[src/rtl/slave_read_tx.sv]
// Serialises one slave read word onto slave_tx: a start bit, then the data LSB first, then a DONE cycle.
// A request whose rd_valid does not arrive within TIMEOUT WAIT cycles is abandoned and reported on tx_err.
module slave_read_tx #(
  parameter int unsigned DATA_WIDTH = 8,
  parameter int unsigned TIMEOUT    = 16
) (
  input  logic                  clk,
  input  logic                  rstn,
  input  logic                  rd_en,
  input  logic [DATA_WIDTH-1:0] rd_data,
  input  logic                  rd_valid,
  output logic                  slave_tx,
  output logic                  tx_busy,
  output logic                  tx_done,
  output logic                  tx_err
);

  localparam int unsigned CW = (DATA_WIDTH > 1) ? $clog2(DATA_WIDTH) : 1;
  localparam int unsigned TW = (TIMEOUT > 1) ? $clog2(TIMEOUT) : 1;

  typedef enum logic [2:0] {IDLE, WAIT, START, DATA, DONE} state_t;

  state_t                state, next_state;
  logic [DATA_WIDTH-1:0] shreg;
  logic [CW-1:0]         bit_cnt;
  logic [TW-1:0]         to_cnt;
  logic                  err_q;
  logic                  last_bit;
  logic                  last_wait;

  assign last_bit  = (bit_cnt == CW'(DATA_WIDTH - 1));
  assign last_wait = (to_cnt == TW'(TIMEOUT - 1));

  always_ff @(posedge clk) begin
    if (!rstn) state <= IDLE;
    else       state <= next_state;
  end

  always_comb begin
    next_state = state;
    case (state)
      IDLE:  if (rd_en) next_state = WAIT;
      WAIT: begin
        if (rd_valid)       next_state = START;
        else if (last_wait) next_state = IDLE;
      end
      START: next_state = DATA;
      DATA:  if (last_bit) next_state = DONE;
      DONE:  next_state = IDLE;
      default: next_state = IDLE;
    endcase
  end

  // tx_err is a registered flag so it can pulse in the IDLE cycle that follows a timeout.
  always_ff @(posedge clk) begin
    if (!rstn) begin
      shreg   <= '0;
      bit_cnt <= '0;
      to_cnt  <= '0;
      err_q   <= 1'b0;
    end else begin
      err_q <= (state == WAIT) && !rd_valid && last_wait;
      case (state)
        IDLE: if (rd_en) to_cnt <= '0;
        WAIT: begin
          if (rd_valid) begin
            shreg   <= rd_data;
            bit_cnt <= '0;
          end else begin
            to_cnt <= to_cnt + 1'b1;
          end
        end
        DATA: begin
          shreg <= shreg >> 1;
          if (!last_bit) bit_cnt <= bit_cnt + 1'b1;
        end
        default: ;
      endcase
    end
  end

  always_comb begin
    slave_tx = 1'b0;
    tx_busy  = (state != IDLE);
    tx_done  = (state == DONE);
    tx_err   = err_q;
    case (state)
      START:   slave_tx = 1'b1;
      DATA:    slave_tx = shreg[0];
      default: slave_tx = 1'b0;
    endcase
  end

endmodule

[config.mk]
export PLATFORM = sky130hd
export DESIGN_NAME = slave_read_tx
export DESIGN_NICKNAME = d
export VERILOG_FILES = /design/src/rtl/slave_read_tx.sv
export SDC_FILE = /design/constraint.sdc
export NUM_CORES = 1
export LEC_CHECK = 0
export ABC_AREA = 0
export ABC_CLOCK_PERIOD_IN_PS = 1500
export CORE_MARGIN = 5
export CORE_UTILIZATION = 45
export DETAILED_ROUTE_END_ITERATION = 8
export PLACE_DENSITY = 0.73
export SLEW_MARGIN = 10
export SYNTH_ARGS = -nofsm -noshare
export SYNTH_HDL_FRONTEND = slang
export SYNTH_SLANG_ARGS = --single-unit
export TNS_END_PERCENT = 1
[constraint.sdc]
create_clock -name clk -period 1.5 [get_ports clk]
set_clock_uncertainty 0.2 [all_clocks]
set_input_delay 0.3 -clock clk [delete_from_list [all_inputs] [get_ports clk]]
set_output_delay 0.3 -clock clk [all_outputs]
set_load 0.005 [all_outputs]
==> flow_summary.yaml, run 1 <==
yosys:
  async_flop_share_pct: 0
  ys.flop_type: "dfxtp_1"
  synth_nets: 121
  syn-mean-instance-area_um2: 8.56
  synth-edff-count: 0
  yosys-top-cells-count: "21 x nor2_1, 19 x dfxtp_1, 7 x nand2_1"
  ys_types: 34
  seq_area_frac_synth_pct: 41.9
  synth_warnings: 0
  netlist_area_um2: 907
  synth-seq-cells: 19
  synth_cells: 106
  yosysMostFrequentCell: "nor2_1"
  synth.largest_area_cell: "dfxtp_1"
  yosys-top-cells-area: "dfxtp_1 42%, nor2_1 8.7%, o221ai_1 5.8%"
  yosysTopAreaCellShare_pct: 41.9
detailed_routing:
  drt_pass1_iterations: 4
  wl_mm: 2.39
  drc: 0
  num_vias: 930
  drt_iter0_drc: 14
  final_antenna_net_count: 0
  wl_per_cell_um: 14.0
  post_drt_via_cell_ratio: 5.44
placement:
  place_hpwl_mm: 1.66
  gp_congestion: 0.834
  port_buffers: 15
  placed_cell_area_um2: 1260
critical_path:
  regToRegEndpoint: "state[0]"
  r2r_start: "state[0]"
  cp.required_ps: 1000
  critical_path_class: "register to output port"
  arrival_ps: 1170
  rr_worst_depth: 5
  crit_path_start: "state[0]"
  setup.worst_path.end_class: "output port"
  startpoint_type: "register"
  reg2reg_slack_ps: -160
  crit_fanout: 5
timing:
  final_max_slew_viol_count: 0
  min_period_ps: 1670
  layout_setup_ws_ps: -174
  max_freq_mhz: 597
  finalCritPeriodShare_pct: 112
  relSlewSlack_pct: 81.2
  tightest_slew_ps: 282
  hold_violations: 0
  rsz0062_at_grt: "true"
  fin_setup_tns_ps: -1100
  setup_viol: 12
clocking:
  cts.htree.levels: 1
  numCtsBuffers: 3
  clkSinkCount: 19
  clk_pin_slew_ps: 110
  clk_latency_ps: 290
  cts_buffer_depth: 2
  cts_root_buf: "clkbuf_4"
  ctsHoldBuffers: 0
  cts_tree: "done"
die:
  die-area_um2: 3010
  initial_core_util_pct: 46.7
  die_w_um: 54.9
  ios: 16
  rows: 16
  die_y_um: 54.9
  core_um2: 1940
cells_and_area:
  fin_area_um2: 1390
  drive_gt1_share_pct: 38.9
  num_antenna_cells: 0
  seq_area_um2: 394
  nets: 160
  multi_input_area_um2: 573
  n_fill_cell: 156
  syn_to_final_growth_pct: 53.7
global_route:
  grt_start_max_net_pins: 14
  grt-ovfl-total: 0
  grt_pass1_vias: 911
  antenna_found_initial: 0
  grt_usage_pct: 17.6
  grt_pass1_wl_mm: 3.83
status:
  outcome: "finished, violations left"
  violations: "negative setup slack"
hold_path:
  min_path_cells: 2
  min_path_type: "register to register"
  holdPathEnd: "bit_cnt[1]"
  holdCritStartpoint: "bit_cnt[1]"
flow_run:
  max-cap-violations: 0
power_and_ir_drop:
  ir_worst_vdd_uv: 716
  pwr_density_cell_nw_per_um2: 905
  p_leak_nw: 0.581
[final cells by class]
class	count	share of cell area (%)
Multi-Input combinational cell	78	41.1
Sequential cell	19	28.3
Timing Repair Buffer	40	25.5
Tap cell	27	2.42
Clock buffer	4	1.89
Inverter	3	0.808
[cell usage in the layout, fill, tap and decap left out, types with 2 or more instances in the layout]
cell type,synthesis,final
nor2_1,21,20
nor3b_2,0,2
dfxtp_1,19,12
o21ai_0,6,3
nand3_1,6,6
nand2_1,7,6
inv_1,2,2
dfxtp_2,0,5
o221ai_1,6,6
buf_6,1,5
mux2i_1,2,2
o21ai_1,1,2
buf_2,3,2
ha_4,0,2
a21oi_1,4,3
clkbuf_4,0,3
buf_4,1,20
nor2b_1,3,3
dfxtp_4,0,2
o21ai_2,0,2
clkdlybuf4s50_1,0,11
[where the power goes]
part	leakage, nW	internal [mW]	total [mW]	switching, mW
sequential	0.158	0.548	0.578	0.0301
clock	0.0150	0.103	0.260	0.156
combinational	0.407	0.233	0.424	0.191
[kinds of logic (layout without fill, tap and decap cells)]
| kind of cell | Yosys count | count (layout) | synth area share [%] |
|---|---|---|---|
| AOI/OAI and AO/OA | 23 | 23 | 17.7 |
| and+or+nand+nor | 50 | 50 | 28.7 |
| buffers and inverters | 9 | 47 | 5.38 |
| DFF | 19 | 19 | 41.9 |
| adders and majority gates | 3 | 3 | 4.14 |
| muxes | 2 | 2 | 2.21 |
[worst max-delay path by stage]
stage	to	cells past startpoint
after global routing	tx_busy	2
after global placement	to_cnt[3]	6
final	tx_busy	2
after CTS	tx_busy	2
after detailed placement	to_cnt[3]	6
after floorplan	state[0]	5
[through the flow]
step | worst slack, ps | hold slack, ps | total power, mW | utilization, % | cells
6_report | -174 | 278 | 1.26 | 71.8 | 171
5_1_grt | -206 | 313 | 1.34 | 71.8 | 171
4_1_cts | -159 | 288 | 1.22 | 69.1 | 169
3_5_place_dp | -381 | 258 | 0.932 | 65.0 | 164
3_3_place_gp | -291 | 252 | 0.915 | 65.0 | 164
2_1_floorplan | 4.69 | 178 | 0.769 | - | 106
[what timing repair did]
action	in CTS	in global routing
buffers inserted	1	2
endpoints found under the setup margin	23	21
gates resized for setup	30	10
pin swaps	3	5
[metal layers]
layer / share of wire, % / track usage [%] / vias to the layer above / wire length [um]
li1: - / - / 461 / -
met1: 45 / 21.3 / 434 / 1070
met2: 50 / 30.9 / 27 / 1190
met3: 3.4 / 3.49 / 8 / 81
met4: 2.1 / 6.07 / 0 / 50
met5: 0 / 0 / - / 0
[sequential cells by signal (all words and copies together) (netlist names)]
register  count
bit_cnt       3
to_cnt        4
state         3
tx_err        1
shreg         8
[worst max-delay path: stages (launching register included)]
cell and delay (ps):
dfxtp_4 380, or3_4 380, buf_6 130
Power figures use the tool's default switching activity.
==> inputs of run 2 (changes only) <==
Settings changed: CORE_MARGIN 5 to 10, GPL_TIMING_DRIVEN set to 0.
==> run 2 against run 1 <==
The flow still finishes with violations (negative setup slack); largest power group unchanged; largest cell class unchanged; clock power hardly changed; combinational power down 22%; clock-buffer cell count stayed put; non-clock buffer count fell by 16; routed wire length decreased by 15%.
==> flow_summary.yaml, run 2 (synthesized netlist as in run 1, its figures left out) <==
placement:
  place_hpwl_mm: 1.48
  port_buffers: 15
  pre_cts_ws_ps: -531
  placed_cell_area_um2: 1120
  gp_congestion: 0.794
detailed_routing:
  drt_pass1_iterations: 4
  wl_mm: 2.03
  drt_iter0_drc: 15
  num_vias: 823
  wl_per_cell_um: 13.1
  drc: 0
  final_antenna_net_count: 0
  post_drt_via_cell_ratio: 5.31
global_route:
  grt_pass1_vias: 828
  grt_usage_pct: 10.1
  grt_start_max_net_pins: 11
  antenna_found_initial: 0
  grt_pass1_wl_mm: 3.54
  grt-ovfl-total: 0
critical_path:
  cp.required_ps: 1000
  reg2reg_slack_ps: -150
  arrival_ps: 1180
  setup.worst_path.end_class: "output port"
  crit_fanout: 4
  startpoint_type: "register"
  critical_path_class: "register to output port"
die:
  die_y_um: 64.9
  initial_core_util_pct: 46.7
  die-area_um2: 4210
  rows: 16
  core_um2: 1940
  ios: 16
  die_w_um: 64.9
timing:
  max_freq_mhz: 594
  min_period_ps: 1680
  hold_violations: 0
  layout_setup_ws_ps: -183
  tightest_slew_ps: 302
  rsz0062_at_grt: "true"
  final_max_slew_viol_count: 0
  finalCritPeriodShare_pct: 112
  relSlewSlack_pct: 79.8
  setup_viol: 13
power_and_ir_drop:
  p_comb_share_pct: 28.2
  seqPwrFrac_pct: 49.6
  internal_power_uw: 832
  pwr_density_cell_nw_per_um2: 966
  p_leak_nw: 0.463
  p_sw_uw: 339
  p_sw_share_pct: 29.0
  p_clk_share_pct: 22.2
  totalPowerFinal_mw: 1.17
  ir_worst_vdd_uv: 703
cells_and_area:
  seq_area_um2: 393
  drive_gt1_share_pct: 28.9
  largestRegisters: "shreg: 8 flops, to_cnt: 4 flops"
  multi_input_area_um2: 534
  nets: 144
  most-common-layout-cells: "20 x nor2_1, 13 x dfxtp_1, 10 x clkdlybuf4s50_1"
  n_fill_cell: 176
  largest_reg_flops: 8
  final_common_cell: "nor2_1"
  fin_area_um2: 1210
  syn_to_final_growth_pct: 33.7
  regMostFlops: "shreg"
  num_antenna_cells: 0
status:
  violations: "negative setup slack"
  outcome: "finished, violations left"
hold_path:
  min_path_type: "register to register"
clocking:
  numCtsBuffers: 3
  cts_root_buf: "clkbuf_4"
  clk_latency_ps: 300
  cts_tree: "done"
  clkSinkCount: 19
  cts.htree.levels: 1
  cts_buffer_depth: 2
  clk_pin_slew_ps: 110
flow_run:
  max-cap-violations: 0
-- run 2: cell count changes in the layout (fill, tap and decap cells not counted), moves of 2 or more --
cell / previous run / this run
buf_6: 5 / 3
o21ai_0: 3 / 5
nor2b_1: 3 / 1
buf_4: 20 / 6
-- run 2: stage by stage --
step / std cells / TNS (ps) / hold slack, ps / utilization [%]
finish: 155 / -855 / 284 / 62.4
CTS: 155 / -1040 / 288 / 62.1
global route: 155 / -2480 / 310 / 62.4
global placement: 148 / -7200 / 252 / 57.8
floorplan: 106 / 0 / 178 / -
detailed placement: 148 / -7750 / 260 / 57.8
-- run 2: layout make-up --
cell class,instances,share of cell area [%]
Clock buffer,4,2.17
Sequential cell,19,32.4
Timing Repair Buffer,20,14.6
Tap cell,27,2.79
Inverter,3,1.14
Buffer,4,2.89
Multi-Input combinational cell,78,44.1
-- run 2: worst paths after layout --
check | start | cells after the start | endpoint
max | state[0] | 4 | slave_tx
max reg2reg | state[0] | 6 | state[1]
min reg2reg | to_cnt[1] | 2 | to_cnt[1]
min | to_cnt[1] | 2 | to_cnt[1]
-- run 2: repair_timing --
| action | CTS | global route |
|---|---|---|
| resized for setup | 33 | 4 |
| endpoints found under the setup margin | 21 | 21 |
| pin swaps | 2 | 1 |
| hold buffers | 0 | 0 |
| buffers inserted | 5 | 0 |
| endpoints found under the hold margin | 0 | 0 |
-- run 2: worst max-delay path: stages (launching register included) --
cell     delay [ps]
dfxtp_2         340
buf_6           120
nor2b_4         120
nor3b_2         170
buf_2           140
-- run 2: power groups by stage --
stage / Sequential [mW] / Clock [mW] / Combinational [mW]
finish: 0.581 / 0.260 / 0.331
global route: 0.587 / 0.281 / 0.370
CTS: 0.581 / 0.261 / 0.332
detailed placement: 0.581 / 0 / 0.288
global placement: 0.579 / 0 / 0.279
floorplan: 0.576 / 0 / 0.194
-- run 2: per-layer routing --
metal  track usage, %  vias up  wire length [um]  part of all wire, %
li1                 -      428                 -                    -
met1             12.8      374               987                   49
met2             15.3       16               914                   45
met3             3.26        5                88                  4.3
met4             4.55        0                36                  1.8
met5                0        -                 0                    0
==> inputs of run 3 (changes only) <==
Settings changed: CORE_UTILIZATION 45 to 35, PLACE_DENSITY 0.73 to unset.
==> run 3 against run 2 <==
The flow still finishes with violations (negative setup slack); register-to-register slack is essentially flat; global-route usage shrank 1.6 points; combinational power grew 2%; sequential share of layout area shrank 0.40 points; clock power grew 3%; sequential cell count is the same; die area grew 19%; routed wire length grew 6.3%; core utilization shrank 13 points; largest cell class unchanged.
==> flow_summary.yaml, run 3 (synthesized netlist as in run 1, its figures left out) <==
critical_path:
  crit_path_max_incr_delay_ps: 400
  critical_path_class: "register to output port"
  crit_fanout: 8
  cp.required_ps: 1000
  path_buf_inv: 1
  reg2reg_slack_ps: -140
  rr_worst_depth: 6
  crit_family: "flip-flops"
  crit_slowest_cell: "dfxtp_4"
  regToRegEndpoint: "state[1]"
  arrival_ps: 1210
  r2r_start: "state[0]"
  startpoint_type: "register"
  setup.worst_path.end_class: "output port"
  critical_path.cell_chain: "or3_4 -> buf_6"
global_route:
  grt_usage_pct: 8.51
  grt_pass1_wl_mm: 3.55
  grt-ovfl-total: 0
  antenna_found_initial: 0
  grt_pass1_vias: 781
  grt_start_max_net_pins: 12
power_and_ir_drop:
  pwr_density_cell_nw_per_um2: 970
  totalPowerFinal_mw: 1.19
  p_leak_nw: 0.469
  ir_worst_vdd_uv: 544
die:
  ios: 16
  rows: 18
  die_y_um: 70.9
  die-area_um2: 5030
  die_w_um: 70.9
  core_um2: 2480
  initial_core_util_pct: 36.6
cells_and_area:
  largest_reg_flops: 8
  n_fill_cell: 267
  syn_to_final_growth_pct: 35.3
  largestRegisters: "shreg: 8 flops, to_cnt: 4 flops"
  drive_gt1_share_pct: 28.9
  nets: 144
  final_common_cell: "nor2_1"
  most-common-layout-cells: "20 x nor2_1, 13 x dfxtp_1, 9 x clkdlybuf4s50_1"
  regMostFlops: "shreg"
  num_antenna_cells: 0
hold_path:
  min_path_cells: 3
  min_path_type: "input port to register"
  holdCritStartpoint: "rstn"
  holdPathEnd: "bit_cnt[0]"
detailed_routing:
  final_antenna_net_count: 0
  drc: 0
  wl_mm: 2.16
  wl_per_cell_um: 13.6
  post_drt_via_cell_ratio: 5.23
  drt_pass1_iterations: 4
  drt_iter0_drc: 27
  num_vias: 826
timing:
  finalCritPeriodShare_pct: 114
  fin_setup_tns_ps: -970
  rsz0062_at_grt: "true"
  layout_setup_ws_ps: -207
  hold_violations: 0
  min_period_ps: 1710
  setup_viol: 18
  final_max_slew_viol_count: 0
  tightest_slew_ps: 342
  relSlewSlack_pct: 77.1
  max_freq_mhz: 586
clocking:
  cts_tree: "done"
  cts_root_buf: "clkbuf_4"
  cts_buffer_depth: 2
  clk_pin_slew_ps: 120
  clkSinkCount: 19
  cts.htree.levels: 1
  clk_latency_ps: 300
  numCtsBuffers: 3
placement:
  port_buffers: 15
  gp_congestion: 0.679
  place_hpwl_mm: 1.53
status:
  outcome: "finished, violations left"
  violations: "negative setup slack"
flow_run:
  max-cap-violations: 0
[run 3: cell types whose count changed in the layout (fill, tap and decap cells not counted)]
| cell | delta |
|---|---|
| a211o_2 | -1 |
| a211o_4 | +1 |
| buf_4 | -1 |
| buf_6 | +1 |
| clkbuf_1 | -1 |
| clkdlybuf4s50_1 | -1 |
| clkinv_2 | +1 |
| clkinv_4 | +1 |
| dlygate4sd2_1 | +1 |
| inv_4 | -1 |
| nor2b_1 | +1 |
| nor2b_2 | -1 |
[run 3: metal layers]
layer | GRT usage [%] | vias to the layer above | wire, um
met1 | 10.2 | 378 | 1040
li1 | - | 427 | -
met4 | 3.87 | 0 | 36
met3 | 2.37 | 5 | 102
met2 | 13.6 | 16 | 980
met5 | 0 | - | 0
[run 3: final cells by class]
type                    count  area [um^2]  area share, %
multi-input cells          78          539           43.9
flip-flops and latches     19          393           32.0
well taps                  30         37.5           3.06
clock inverters             1         5.00          0.408
inverters                   3         16.3           1.33
clock buffers               3         22.5           1.83
repair buffers             20          179           14.6
plain buffers               4         35.0           2.85
[run 3: power breakdown]
group,leakage (nW),total [mW],internal (mW),switching (mW)
Combinational,0.294,0.338,0.186,0.152
Clock,0.0177,0.268,0.0995,0.168
Sequential,0.158,0.585,0.548,0.0372
[run 3: repair_timing]
item                       in CTS  in global routing
buffers inserted                5                  0
hold buffers                    0                  0
pin swaps                       5                  2
setup endpoints to repair      20                 22
gates resized for setup        37                  2
[run 3: through the flow]
step	hold slack, ps	setup slack [ps]	instance area [um^2]	utilization [%]	instances
floorplan	178	4.69	938	-	106
global route	297	-246	1230	49.5	158
detailed placement	260	-528	1130	45.5	151
CTS	281	-213	1220	49.3	158
finish	280	-207	1230	49.5	158
global placement	257	-537	1130	45.5	151
[run 3: worst max path at each step]
stage | slack [ps] | end | startpoint | cells past startpoint
2_1_floorplan | 5 | state[0] | state[1] | 5
3_3_place_gp | -540 | bit_cnt[0] | rstn | 4
3_5_place_dp | -530 | bit_cnt[0] | rstn | 4
4_1_cts | -210 | slave_tx | state[0] | 4
5_1_grt | -250 | slave_tx | state[0] | 4
6_report | -210 | tx_busy | state[1] | 2
[run 3: worst reg2reg max path: stages, from the launching register on]
cell and delay [ps]:
dfxtp_2 350, buf_6 120, buf_4 150, nand3b_2 130
nor2_2 70, a211o_4 270, a32o_1 260
==> edit, RTL diff (config.mk and constraints of run 2) <==
`DATA_WIDTH`: 8 -> 16.
--- a/src/rtl/slave_read_tx.sv
+++ b/src/rtl/slave_read_tx.sv
@@ -1,7 +1,7 @@
 // Serialises one slave read word onto slave_tx: a start bit, then the data LSB first, then a DONE cycle.
 // A request whose rd_valid does not arrive within TIMEOUT WAIT cycles is abandoned and reported on tx_err.
 module slave_read_tx #(
-  parameter int unsigned DATA_WIDTH = 8,
+  parameter int unsigned DATA_WIDTH = 16,
   parameter int unsigned TIMEOUT    = 16
 ) (
   input  logic                  clk,
Ports: changed (resized rd_data); port bits go from 16 to 24. No check against the original RTL was run, so the function may have changed too.
==> edit against run 2 <==
The run still ends with negative setup slack left; critical path depth is 1 lower; sequential cell count is 9 higher; sequential share of layout area is 0.45 points higher; worst setup slack worse by 0.066 ns; total power is 32% higher; synthesized area is 46% higher; largest power group unchanged; routed wire length is 51% higher; clock power is 42% higher; final area is 44% higher; combinational power is 7.9% higher.
==> edit: results (changes against run 2) <==
[yosys]
syn_nets=167  ; +38%
ys_types=39  ; +15%
yosysSeqAreaShare=0.4226  ; +0.003331
synth-compound-area-share=0.2085  ; +0.03194

[finish]
layout.nonclk_buf_frac=0.1963  ; +0.02185
nNonClkBuffers=36  ; +50%
inverters=2  ; -1
clock_area_frac=0.02085  ; -0.0008236
top_regs=shreg x16, bit_cnt x4, to_cnt x4

[power_and_ir_drop]
worst_ir_drop_vdd_v=0.001111  ; +58%
p_comb_frac=0.230  ; -0.052

[run_status]
violations=negative setup slack
status=finished with violations

[place]
pre_cts_ws_ns=-0.6045  ; -0.07367 ns
gp_congestion=0.7677  ; -3.3%

[timing]
setup_viol=28  ; +15
setup_ws_ns=-0.2491  ; -0.06625 ns
holdWs_ns=0.1435  ; -0.1403 ns
relSlewSlack=0.7291  ; -0.06923

[global_route]
grt_usage=0.1109  ; +0.009608
grt_pass1_vias=1160  ; +40%

[route]
drtIter0Drc=37  ; +22
viasPerCell=5.710  ; +7.5%
wl_met2_um=1590  ; +74%

[clock_network]
clock_latency_ns=0.33  ; +0.03 ns

==> edit: cell count changes after synthesis, sizes merged, moves of 2 or more <==
cell	before	now
o21ai	7	23
dfxtp	19	28
o221ai	6	0
clkbuf	1	4
and2	1	4
nand3	6	4
mux2i	2	16
nor2	22	10
nand2	7	2
nor2b	3	1
a21oi	4	25
==> edit: what timing repair did <==
action                                  4_1_cts  5_1_grt
buffers inserted                              3        2
resized for setup                            24       15
pin swaps                                    17        4
endpoints found under the setup margin       31       31
==> edit: final timing paths <==
path,from,to,depth (start not counted)
setup / recovery,state[0],tx_busy,3
hold / removal,rstn,shreg[2],3
hold reg to reg,to_cnt[1],to_cnt[1],2
setup reg to reg,state[0],state[2],6
==> edit: metal layers <==
layer | global-route usage | vias to the layer above
met5 | 0 | -
met4 | 0.02642 | 0
met3 | 0.02926 | 2
met2 | 0.1979 | 26
met1 | 0.1288 | 571
li1 | - | 583
